### config.mk
export PLATFORM = sky130hd
export DESIGN_NAME = wb_arbiter
export DESIGN_NICKNAME = d
export VERILOG_FILES = /design/src/rtl/wb_arbiter.sv
export SDC_FILE = /design/constraint.sdc
export NUM_CORES = 1
export LEC_CHECK = 0
export ABC_AREA = 1
export BUFFER_PORTS_ARGS = -buffer_cell sky130_fd_sc_hd__buf_2
export CAP_MARGIN = 20
export CORE_UTILIZATION = 26
export CTS_CLUSTER_DIAMETER = 150
export DETAILED_ROUTE_END_ITERATION = 8
export HOLD_SLACK_MARGIN = 0.15
export PLACE_DENSITY = 0.45
export SYNTH_ARGS = -nofsm -noshare
export SYNTH_HDL_FRONTEND = slang
export SYNTH_SLANG_ARGS = --single-unit
### constraint.sdc
create_clock -name clk -period 11.04 [get_ports clk]
set_clock_uncertainty 0.15 [all_clocks]
set_input_delay 1.104 -clock clk [delete_from_list [all_inputs] [get_ports clk]]
set_output_delay 1.104 -clock clk [all_outputs]
set_load 0.005 [all_outputs]
### src/rtl/wb_arbiter.sv
// rtl/wb_arbiter.sv - two-producer register write-back arbiter with pending-write queue and forwarding
module wb_arbiter #(
    parameter int DEPTH  = 4,
    parameter int DATA_W = 32,
    parameter int ADDR_W = 5
) (
    input  logic              clk,
    input  logic              rst,
    input  logic              in0_valid,
    output logic              in0_ready,
    input  logic [ADDR_W-1:0] in0_waddr,
    input  logic [DATA_W-1:0] in0_wdata,
    input  logic              in1_valid,
    output logic              in1_ready,
    input  logic [ADDR_W-1:0] in1_waddr,
    input  logic [DATA_W-1:0] in1_wdata,
    output logic              we,
    output logic [ADDR_W-1:0] waddr,
    output logic [DATA_W-1:0] wdata,
    input  logic [ADDR_W-1:0] fwd_raddr1,
    input  logic [ADDR_W-1:0] fwd_raddr2,
    output logic              fwd_hit1,
    output logic              fwd_hit2,
    output logic [DATA_W-1:0] fwd_data1,
    output logic [DATA_W-1:0] fwd_data2
);
    localparam int PW = $clog2(DEPTH);
    localparam int CW = PW + 1;

    logic [ADDR_W-1:0] addr_q [DEPTH];
    logic [DATA_W-1:0] data_q [DEPTH];
    logic [PW-1:0]     rd_ptr_q, rd_ptr_d;
    logic [PW-1:0]     wr_ptr_q, wr_ptr_d;
    logic [CW-1:0]     count_q, count_d;
    logic              prio_q, prio_d;

    logic [CW:0] free;
    logic        need0, need1;
    logic        enq0, enq1, deq;
    logic        contention;

    // Slots available this cycle: the head always drains, so a non-empty queue frees one extra slot.
    assign free = (CW+1)'(DEPTH) - {1'b0, count_q} + {{CW{1'b0}}, (count_q != '0)};

    assign need0 = in0_valid && (in0_waddr != '0);
    assign need1 = in1_valid && (in1_waddr != '0);
    assign contention = (free == (CW+1)'(1)) && need0 && need1;

    // Ready from registered occupancy/priority and the current requests only; r0 writes never need a slot.
    always_comb begin
        in0_ready = (in0_waddr == '0) || (free >= (CW+1)'(2))
                 || ((free == (CW+1)'(1)) && (!need1 || !prio_q));
        in1_ready = (in1_waddr == '0) || (free >= (CW+1)'(2))
                 || ((free == (CW+1)'(1)) && (!need0 || prio_q));
    end

    assign enq0 = !rst && need0 && in0_ready;
    assign enq1 = !rst && need1 && in1_ready;
    assign deq  = (count_q != '0);

    // Write port presents the head entry straight from registered state.
    always_comb begin
        we    = deq;
        waddr = deq ? addr_q[rd_ptr_q] : '0;
        wdata = deq ? data_q[rd_ptr_q] : '0;
    end

    // Youngest matching entry wins: scan oldest to youngest, later matches override.
    function automatic logic [DATA_W:0] lookup(input logic [ADDR_W-1:0] ra);
        logic [DATA_W:0] res;
        logic [PW-1:0]   idx;
        res = '0;
        for (int i = 0; i < DEPTH; i++) begin
            idx = rd_ptr_q + PW'(i);
            if ((CW'(i) < count_q) && (ra != '0) && (addr_q[idx] == ra))
                res = {1'b1, data_q[idx]};
        end
        return res;
    endfunction

    // Forwarding lookups against the registered queue contents only.
    always_comb begin
        {fwd_hit1, fwd_data1} = lookup(fwd_raddr1);
        {fwd_hit2, fwd_data2} = lookup(fwd_raddr2);
    end

    // Next-state for pointers, occupancy and round-robin priority.
    always_comb begin
        rd_ptr_d = rd_ptr_q + PW'(deq);
        wr_ptr_d = wr_ptr_q + PW'(enq0) + PW'(enq1);
        count_d  = count_q + CW'(enq0) + CW'(enq1) - CW'(deq);
        prio_d   = (!rst && contention) ? !prio_q : prio_q;
    end

    // Control state with synchronous reset.
    always_ff @(posedge clk) begin
        if (rst) begin
            rd_ptr_q <= '0;
            wr_ptr_q <= '0;
            count_q  <= '0;
            prio_q   <= 1'b0;
        end else begin
            rd_ptr_q <= rd_ptr_d;
            wr_ptr_q <= wr_ptr_d;
            count_q  <= count_d;
            prio_q   <= prio_d;
        end
    end

    // Queue storage; in0 lands ahead of in1 when both enqueue together.
    always_ff @(posedge clk) begin
        if (enq0) begin
            addr_q[wr_ptr_q] <= in0_waddr;
            data_q[wr_ptr_q] <= in0_wdata;
        end
        if (enq1) begin
            addr_q[wr_ptr_q + PW'(enq0)] <= in1_waddr;
            data_q[wr_ptr_q + PW'(enq0)] <= in1_wdata;
        end
    end
endmodule

# Word-level counts from Yosys, hierarchy flattened
# Memory sizes are Yosys's and may differ from the RTL's. A register that Yosys moved wholly into a read port is not among the register bits.
# Cells that the tools add are included.
# totals
memories	2
mem_bits_rw	148
ff_bits	8
output_inout_bits	106
wordCells	91
# classes
muxes	16
reduce_logical	44
order_cmp	5
add_sub_neg	11
eq_ne	9
# mem_list
name	words	word_bits	read_ports	rd_clocked_by_memory_dff	write_ports	line	text
data_q	4	32	4	1	2	31	logic [DATA_W-1:0] data_q [DEPTH];
addr_q	4	5	4	1	2	30	logic [ADDR_W-1:0] addr_q [DEPTH];
# ops
operator	count
2-to-1 mux 33 bit	8
equality test 5 bit	8
2-to-1 mux 32 bit	1
logical AND 1 bit	27
nonzero test 5 bit	4
logical NOT 5 bit	2
adder 2 x 1 -> 2 bit	3
adder 3 x 1 -> 3 bit	2
logical OR 1 bit	6
less-than comparator 1 x 3 -> 1 bit (first input constant)	2
less-than comparator 2 x 3 -> 1 bit (first input constant)	2
2-to-1 mux 5 bit	1
adder 2 bit (second input constant)	2
adder 4 x 1 -> 4 bit	1
equality test 4 x 1 -> 1 bit (second input constant)	1
>= comparator 4 x 2 -> 1 bit (second input constant)	1
logical NOT 1 bit	4
2-to-1 mux 1 bit	4
2-to-1 mux 2 bit	2
subtractor 3 x 3 -> 4 bit (first input constant)	1
nonzero test 3 bit	1
subtractor 3 x 1 -> 3 bit	1
adder 2 x 1 -> 2 bit (second input constant)	1

# Logic depth before layout (Yosys ltp)
# Gate-level depths: netlist (run 1).
# logic_depth
word_depth	10
ltp_mapped	21
ltp_nobuf	18

# Worst setup path after synthesis (run 1)
# Ideal clock, no wire load.
# synth_timing
kind	input -> register
startpoint	input port in1_waddr[0]
endpoint	memory addr_q[3][0], enable pin
path_buffers	2
t_arrival_ns	4.202
t_required_ns	10.454
cell_stages	15
setup_slack_ns	6.252
path_cell_list	nor3_1 nand2_1 nand2_1 nor2_1 o21ai_0 nand3_1 inv_1 ha_1 xor2_1 inv_1 nor2_1 nand2_1 buf_2 buf_2 o21ai_1
# synth_lines
item	line	text
from (decl)	15	input logic [ADDR_W-1:0] in1_waddr,
to (decl)	30	

# Worst setup path after layout (run 1)
# layout_timing
startpoint	register rd_ptr_q[0]
endpoint	output port fwd_data1[16]
# layout_via
elab_chain_len	7
word_cells_on_any_way	14
cone_classes	add/sub: 3; eq/ne: 3; mux: 3; reduce/logical: 3; memory: 2
# layout_rtl
item	line	text
from (decl)	32	logic [PW-1:0] rd_ptr_q, rd_ptr_d;
from (signal assigned)	103	rd_ptr_q <= rd_ptr_d;
adder 2 x 1 -> 2 bit	74	idx = rd_ptr_q + PW'(i);
memory (4 x 5 bit)	-	
equality test 5 bit	75	if ((CW'(i) < count_q) && (ra != '0) && (addr_q[idx] == ra))
logical AND 1 bit	75	
2-to-1 mux 33 bit (2 in series)	75	
2-to-1 mux 33 bit *	75	
to (decl)	24	output logic [DATA_W-1:0] fwd_data1,
# Every way passes the cells marked *; elsewhere a longest branch is shown, timed or not.

==> impl_metrics.yaml, run 1 <==
status:
  outcome: "completed"
sta:
  setup_ws_ps: 4350
  slew_violations: 0
  fin_crit_ps: 6690
  fmaxAchievable_ghz: 0.149
  rsz0062_at_grt: "no"
  setup_viol: 0
  hold_viol_final: 0
  worstMarginPinSlew_ps: 970
  fin_crit_sh: 0.606
  tns_ps: 0
  relSlewSlack: 0.353
cells_and_area:
  nets: 2592
  fin_area_um2: 16500
  seq_area_um2: 4610
  layout_commonest_cell: "nand2_1"
  multi_input_area_um2: 8500
  layout_common_cells: "nand2_1 (966), nor2_1 (263), nand3_1 (261)"
  stdcell_count: 3264
  layout-drive-gt1-share: 0.126
  area_growth_pct: 12.7
  fillers: 6123
setup_path:
  crit_fanout: 110
  cp-start-kind: "register"
  reg2reg_depth: 19
  cpPeakStageDelay_ps: 870
  crit_top_cell: "nand2_1"
  r2r_slack_ps: 5930
  reg2reg_to: "data_q[3][18]$_DFFE_PP_"
  critPathRequiredTime_ps: 9790
  r2r-start: "count_q[2]$_SDFF_PP0_"
  criticalPathCategory: "register to output pin"
  crit_buf_inv: 3
  crit_chain: "buf_4 > inv_4 > nand2_2 > nand2_4 > nand3_1 > nand2_1 > nand2_1 > nand2_1 > nor2_4 > nand3_2 > nand2_1 > nand3_1 > nand2_1 > nand2_1 > buf_2"
  cp_slowest_cell: "nand3_2"
  crit_family: "simple AND/OR/NAND/NOR gates"
  arrival_ps: 5440
  end_kind: "output pin"
synth:
  synthXorXnorAreaFrac: 0.00478
  ys_seq_elements: 156
  synthCells: 2433
  yosysUniqueCellTypes: 35
  netlist.top_cell.by_area: "edfxtp_1"
  synth_top_area_share: 0.303
  synth_compound_area_frac: 0.0976
  synthAdderAreaFrac: 0.0104
  yosysSeqAreaShare: 0.314
  synth_warnings: 0
  synth-simple-area-share: 0.463
  synth_top_family_by_area: "simple AND/OR/NAND/NOR gates"
  syn_nets: 2532
  syn_avg_cell_area_um2: 6.03
  netlist_top_cells_area: "edfxtp_1 (30%), nand2_1 (25%), nand3_1 (8.9%), o21ai_0 (7.3%), nor2_1 (6.9%)"
  synth_area_um2: 14700
  muxShareOfSynthArea: 0
placed_design:
  routabilityCongestion: 0.925
  hpwl_um: 46500
  dpl-instance-area_um2: 15900
  dpl_worst_slack_ps: 4920
  dpl.cell_count: 3222
  portBuffers: 193
job:
  drv_cap: 0
routing:
  vias: 15800
  routedWlPerCell_um: 19.0
  viasPerCell: 4.85
  dr.pass1.iters: 5
  post-route-drc-count: 0
  drt-initial-drc-count: 1955
  drt_wl_total_um: 62000
  ant_nets: 0
min_path:
  holdPathStages: 2
  min_path_type: "register to register"
  min-delay-start: "prio_q$_SDFFE_PP0P_"
  holdPathEnd: "prio_q$_SDFFE_PP0P_"
floorplanning:
  start_util: 0.265
  die-width_um: 239
  die_h_um: 239
  die-area_um2: 57300
  io_pins: 194
  core_area_um2: 55400
  num_rows: 86
global_routing:
  antenna_found_initial: 24
  gr-total-overflow: 0
  grt_max_degree: 122
  grt_util_all_layers: 0.212
  grt_pass1_wl_um: 90900
  grt_pass1_vias: 13700
power:
  p_int_mw: 1.87
  ir_drop_mv: 0.132
  p_per_area_nw_per_um2: 266
  seq_power_share: 0.209
  leakage_nw: 7.89
  combPwrFrac: 0.653
  pwr-share-clk: 0.138
  switching_share: 0.574
  switchingPower_mw: 2.52
clock_tree:
  cts_sinks: 156
  cts_setup_buffers: 0
  cts_made_buffers: 17
  clk_path_buf_depth: 2
  htreeDepth: 4
  clk_pin_slew_ps: 70
  cts_tree: "yes"
  cts_root_buf: "clkbuf_16"
  clkLatencyLatePin_ps: 430
  cts-hold-fix-buffers: 0
  cts_resized: 0
-- cell type report --
cell class | count | area share
Antenna cell | 10 | 0.00152
Clock buffer | 18 | 0.0260
Clock inverter | 14 | 0.0109
Inverter | 180 | 0.0414
Multi-Input combinational cell | 1920 | 0.514
Sequential cell | 156 | 0.279
Tap cell | 748 | 0.0567
Timing Repair Buffer | 218 | 0.0698
-- logic make-up (layout without fill, tap and decap cells) --
| logic type | after synthesis | in the layout |
|---|---|---|
| AND/OR/NAND/NOR | 1618 | 1618 |
| buffers and inverters | 357 | 430 |
| AO/OA/AOI/OAI | 283 | 283 |
| flip-flops | 156 | 156 |
| adder cells (fa/ha/maj) | 11 | 11 |
| XOR/XNOR | 8 | 8 |
| other | 0 | 10 |
-- state kept, by name, indices dropped and copies added, names as in the netlist --
register and cells:
addr_q 20, count_q 3, data_q 128, prio_q 1, rd_ptr_q 2, wr_ptr_q 2
-- tightest hold or removal path: stages (launching register included) --
cell and delay, ps:
dfxtp_1 320, a31oi_1 140, nor3_1 50
-- synth_stat cells --
cell type and number:
o21ai_1 56, nor2_2 15, fa_1 2, nor2_4 2, nand2_1 966, a31oi_1 1, and3_1 1, inv_1 175
o21a_1 1, nand3_4 1, inv_2 3, nor3b_1 1, buf_8 1, nand2_2 11, nor2_1 268, buf_6 17
nand4_1 66, or2_2 3, ha_1 9, a21oi_1 8, edfxtp_1 148, nor3_1 5, buf_1 15, xnor2_1 1
nand3_2 17, clkbuf_1 58, nand3_1 261, o21ai_2 3, nand2_4 1, inv_4 2, buf_2 79, o21ai_0 214
buf_4 7, xor2_1 7, dfxtp_1 8
-- metal layers --
metal  part of all wire  vias to the layer above  global-route usage
met5             0.0028                        -                   0
met2               0.38                      635               0.274
met1               0.52                     7143               0.344
met4              0.011                       28              0.0429
li1                   -                     7968                   -
met3              0.085                       57              0.0485
-- power groups by stage --
stage | logic [mW] | registers (mW) | clock network [mW]
floorplan | 1.87 | 0.856 | 0
detailed placement | 2.83 | 0.930 | 0
CTS | 2.84 | 0.917 | 0.620
global route | 3.17 | 0.934 | 0.637
finish | 2.87 | 0.919 | 0.605
global placement | 2.81 | 0.928 | 0
-- worst max-delay path by stage --
stage | start | end | slack (ps) | cells past startpoint
floorplan | in1_waddr[0] | addr_q[3][0]$_DFFE_PP_ | 6250 | 15
global placement | rd_ptr_q[0]$_SDFF_PP0_ | fwd_data1[9] | 4990 | 15
detailed placement | rd_ptr_q[0]$_SDFF_PP0_ | fwd_data1[9] | 4920 | 15
CTS | rd_ptr_q[0]$_SDFF_PP0_ | fwd_data1[9] | 4450 | 15
global route | rd_ptr_q[0]$_SDFF_PP0_ | fwd_data1[9] | 3830 | 15
finish | rd_ptr_q[0]$_SDFF_PP0_ | fwd_data1[16] | 4350 | 15
-- metrics by stage --
stage	power (mW)	util	hold WS, ps
final	4.40	0.298	411
after global routing	4.74	0.298	453
after CTS	4.37	0.298	409
after detailed placement	3.76	0.287	391
after global placement	3.74	0.287	384
after floorplan	2.73	-	358
No activity file was read; power rests on OpenSTA's default activity.
==> run 2: changes to the inputs <==
- clock period: 11.04 -> 6.65 ns (I/O delays scaled with it)
==> run 2 against run 1 <==
Against the previous run:
- critical path depth is 5 higher
- cell count is 0.12% lower
- sequential cell count stayed put
- cell area is 0.35% lower
- combinational power is 67% higher
- clock power is 53% higher
- count of clock-buffer cells in the layout is 5 higher
- die area stayed put
- first-iteration DRC count is 0.15% higher
- routed wire length is 0.97% higher
- setup slack worse by 2900 ps
- critical path type is now register to register
- largest cell class unchanged
- highest routed layer unchanged
==> impl_metrics.yaml, run 2 (synthesis results as in run 1) <==
cells_and_area:
  reg_top3: "data_q x128, addr_q x20, count_q x3"
  layout-drive-gt1-share: 0.125
  layout_commonest_cell: "nand2_1"
  nets: 2595
  fin_area_um2: 16500
  largest-register: "data_q"
  largest_register_ffs: 128
  layout_common_cells: "nand2_1 (966), nor2_1 (263), nand3_1 (261)"
  area_growth_pct: 12.3
  stdcell_count: 3260
routing:
  drt-initial-drc-count: 1958
  routedWlPerCell_um: 19.2
  drt_wl_total_um: 62600
  dr.pass1.iters: 6
  post-route-drc-count: 0
  ant_nets: 0
  vias: 15900
  viasPerCell: 4.87
placed_design:
  dpl-instance-area_um2: 15900
  hpwl_um: 45800
  routabilityCongestion: 0.912
  portBuffers: 193
  dpl.cell_count: 3225
floorplanning:
  start_util: 0.265
  core_area_um2: 55400
  die-width_um: 239
  die_h_um: 239
  die-area_um2: 57300
  num_rows: 86
  io_pins: 194
setup_path:
  endpoint: "data_q[2][0]$_DFFE_PP_"
  cp_slowest_cell: "buf_4"
  reg2reg_depth: 20
  critPathRequiredTime_ps: 6550
  r2r-start: "count_q[1]$_SDFF_PP0_"
  crit_top_cell: "buf_4"
  cpPeakStageDelay_ps: 490
  crit_chain: "nor3_2 > buf_4 > ha_1 > inv_1 > ha_1 > a21oi_1 > nand2_1 > a21oi_1 > o21ai_0 > nand3_1 > inv_1 > ha_1 > xor2_1 > inv_1 > nor2_2 > buf_4 > nand2_1 > buf_4 > o21ai_4 > buf_4"
  cp-start-kind: "register"
  crit_fanout: 39
  critPathLaunch: "count_q[1]$_SDFF_PP0_"
  reg2reg_to: "data_q[2][0]$_DFFE_PP_"
  end_kind: "register"
  arrival_ps: 5130
  r2r_slack_ps: 1420
  criticalPathCategory: "register to register"
sta:
  whs_ps: 400
  relSlewSlack: 0.263
  setup_viol: 0
  fin_crit_ps: 5230
  fin_crit_sh: 0.786
  rsz0062_at_grt: "no"
  fmaxAchievable_ghz: 0.191
  slew_violations: 0
  worstMarginPinSlew_ps: 1100
  hold_viol_final: 0
  tns_ps: 0
power:
  finalPower_mw: 7.27
  switchingPower_mw: 4.16
  ir_drop_mv: 0.244
  switching_share: 0.573
  leakage_nw: 7.88
  p_int_mw: 3.11
  seq_power_share: 0.216
  combPwrFrac: 0.657
  p_per_area_nw_per_um2: 442
  pwr-share-clk: 0.127
clock_tree:
  clk_path_buf_depth: 2
  clkLatencyLatePin_ps: 430
  cts_resized: 0
  clk_pin_slew_ps: 60
  cts_made_buffers: 17
  cts_root_buf: "clkbuf_16"
  cts_sinks: 156
  htreeDepth: 4
  cts-hold-fix-buffers: 0
  cts_tree: "yes"
  cts_setup_buffers: 0
status:
  outcome: "completed"
global_routing:
  grt_util_all_layers: 0.215
  gr-total-overflow: 0
  antenna_found_initial: 9
  grt_max_degree: 128
  grt_pass1_vias: 13700
  grt_pass1_wl_um: 91800
job:
  drv_cap: 0
min_path:
  min_path_type: "input pin to register"
  holdPathStages: 2
## run 2: cell types whose count changed in the layout (fill, tap and decap cells not counted), sizes merged
cell | before | now
diode | 10 | 3
clkbuf | 18 | 23
buf | 218 | 221
inv | 185 | 180
clkinv | 5 | 6
clkinvlp | 2 | 1
## run 2: cell type report
cell class / instances / area, µm²
Antenna cell: 3 / 7.51
Clock buffer: 23 / 448
Clock inverter: 9 / 98.8
Fill cell: 6099 / 39000
Inverter: 180 / 683
Multi-Input combinational cell: 1920 / 8500
Sequential cell: 156 / 4610
Tap cell: 748 / 936
Timing Repair Buffer: 221 / 1180
## run 2: power groups by stage
stage | clock network [mW] | logic [mW] | registers, mW
floorplan | 0 | 3.11 | 1.42
finish | 0.924 | 4.78 | 1.57
global route | 0.972 | 5.26 | 1.59
CTS | 0.940 | 4.71 | 1.56
detailed placement | 0 | 4.71 | 1.58
global placement | 0 | 4.69 | 1.58
## run 2: metrics by stage
stage           util  setup WS (ps)
6_report       0.297           1420
5_1_grt        0.297           1010
4_1_cts        0.297           1380
3_5_place_dp   0.287           1400
3_3_place_gp   0.287           1460
2_1_floorplan      -           1870
## run 2: per-layer routing
metal,vias up,part of all wire,track usage
met3,52,0.077,0.0319
li1,7966,-,-
met2,663,0.38,0.282
met4,12,0.013,0.0377
met5,-,0.0011,0
met1,7173,0.53,0.357
## run 2: worst min-delay path by stage
stage / from / to
floorplan: prio_q$_SDFFE_PP0P_ / prio_q$_SDFFE_PP0P_
global placement: prio_q$_SDFFE_PP0P_ / prio_q$_SDFFE_PP0P_
detailed placement: prio_q$_SDFFE_PP0P_ / prio_q$_SDFFE_PP0P_
CTS: rst / rd_ptr_q[0]$_SDFF_PP0_
global route: rst / rd_ptr_q[0]$_SDFF_PP0_
finish: rst / rd_ptr_q[0]$_SDFF_PP0_
## run 2: worst max-delay path: cells and delay by family (launching register included)
| kind | cells | cell delay (ps) |
|---|---|---|
| flip-flops | 1 | 330 |
| XOR/XNOR | 1 | 390 |
| adder cells (fa/ha/maj) | 3 | 700 |
| buffers and inverters | 7 | 1970 |
| AO/OA/AOI/OAI | 4 | 470 |
| AND/OR/NAND/NOR | 5 | 770 |
==> run 3: changes to the inputs <==
- clock period: 6.65 -> 5.3 ns (I/O delays scaled with it)
==> run 3 against run 2 <==
Against the previous run:
- first-iteration DRC count fell by 16%
- clock power rose by 48%
- non-clock buffer count is 6 higher
- setup slack got worse by 580 ps
- cell count increased by 0.12%
==> impl_metrics.yaml, run 3 (synthesis results as in run 1) <==
routing:
  viasPerCell: 4.85
  ant_nets: 0
  routedWlPerCell_um: 18.7
  post-route-drc-count: 0
  vias: 15800
  drt_wl_total_um: 61100
  drt-initial-drc-count: 1648
  dr.pass1.iters: 6
clock_tree:
  htreeDepth: 4
  clkLatencyLatePin_ps: 430
  cts_resized: 0
  clk_pin_slew_ps: 70
  cts_root_buf: "clkbuf_16"
  cts-hold-fix-buffers: 0
  clk_path_buf_depth: 2
  cts_tree: "yes"
  cts_sinks: 156
  cts_setup_buffers: 0
  cts_made_buffers: 17
sta:
  setup_ws_ps: 839
  rsz0062_at_grt: "no"
  setup_viol: 0
  slew_violations: 0
  relSlewSlack: 0.355
  fin_crit_sh: 0.842
  hold_viol_final: 0
  fmaxAchievable_ghz: 0.224
  worstMarginPinSlew_ps: 968
  tns_ps: 0
  fin_crit_ps: 4460
placed_design:
  dpl_worst_slack_ps: 982
  routabilityCongestion: 0.895
  portBuffers: 193
  hpwl_um: 46100
power:
  p_per_area_nw_per_um2: 555
  pwr-share-clk: 0.148
  ir_drop_mv: 0.272
  switching_share: 0.557
  combPwrFrac: 0.651
  switchingPower_mw: 5.17
  leakage_nw: 7.98
  seq_power_share: 0.202
  p_int_mw: 4.10
cells_and_area:
  layout_commonest_cell: "nand2_1"
  layout_common_cells: "nand2_1 (966), nor2_1 (263), nand3_1 (261)"
  reg_top3: "data_q x128, addr_q x20, count_q x3"
  nets: 2601
  largest_register_ffs: 128
  fillers: 6102
  area_growth_pct: 13.8
  layout-drive-gt1-share: 0.129
  largest-register: "data_q"
setup_path:
  cp-start-kind: "register"
  reg2reg_depth: 18
  criticalPathCategory: "register to output pin"
  arrival_ps: 3780
  end_kind: "output pin"
  crit_fanout: 105
  critPathRequiredTime_ps: 4620
global_routing:
  antenna_found_initial: 1
  grt_util_all_layers: 0.209
  gr-total-overflow: 0
  grt_max_degree: 154
  grt_pass1_vias: 13600
  grt_pass1_wl_um: 90100
min_path:
  min_path_type: "input pin to register"
  holdPathStages: 2
floorplanning:
  core_area_um2: 55400
  io_pins: 194
  die-width_um: 239
  die-area_um2: 57300
  num_rows: 86
  die_h_um: 239
  start_util: 0.265
job:
  drv_cap: 0
status:
  outcome: "completed"
run 3: path summary, 6_finish.rpt:
check                               from                       to  slack [ps]
setup / recovery  rd_ptr_q[0]$_SDFF_PP0_            fwd_data2[15]         840
hold / removal                       rst   rd_ptr_q[1]$_SDFF_PP0_         260
hold reg to reg      prio_q$_SDFFE_PP0P_      prio_q$_SDFFE_PP0P_         420
setup reg to reg   count_q[1]$_SDFF_PP0_  data_q[2][10]$_DFFE_PP_         960
run 3: final cells by class:
cell class,instances,area (µm²),share of cell area
Tap cell,748,936,0.0561
Timing Repair Buffer,227,1300,0.0778
Clock inverter,12,209,0.0125
Antenna cell,1,2.50,0.000150
Clock buffer,20,447,0.0268
Sequential cell,156,4610,0.276
Multi-Input combinational cell,1920,8500,0.509
Inverter,180,683,0.0409
run 3: routing by layer:
| metal | wire length [µm] | vias to the layer above | track usage | share of wire |
|---|---|---|---|---|
| li1 | - | 7966 | - | - |
| met1 | 32900 | 7168 | 0.352 | 0.54 |
| met2 | 22800 | 661 | 0.268 | 0.37 |
| met3 | 4400 | 47 | 0.0254 | 0.072 |
| met4 | 1040 | 0 | 0.0455 | 0.017 |
| met5 | 0 | - | 0 | 0 |
run 3: power by group through the flow:
stage	registers (mW)	logic [mW]	clock network, mW
2_1_floorplan	1.78	3.90	0
3_3_place_gp	1.88	5.85	0
3_5_place_dp	1.89	5.90	0
4_1_cts	1.86	5.90	1.39
5_1_grt	1.89	6.64	1.43
6_report	1.87	6.03	1.37
run 3: metrics by stage:
step	power (mW)	utilization	hold WS (ps)	area, µm²	cells
5_1_grt	9.97	0.301	258	16700	3264
3_3_place_gp	7.73	0.287	393	15900	3227
4_1_cts	9.16	0.300	233	16600	3260
6_report	9.27	0.301	256	16700	3264
3_5_place_dp	7.79	0.288	392	16000	3228
2_1_floorplan	5.68	-	358	14700	2433
run 3: critical path, cell delays in order, from the launching register on:
cell,delay [ps]
dfxtp_4,550
buf_4,670
nand2_1,100
nand2_1,210
nand2_1,100
o21a_1,140
nand2_1,60
nand2_1,50
nor2_1,100
nand2_1,100
nor2_4,560
buf_12,270
nor2_1,70
nand2_1,60
nand2_1,110
buf_2,150
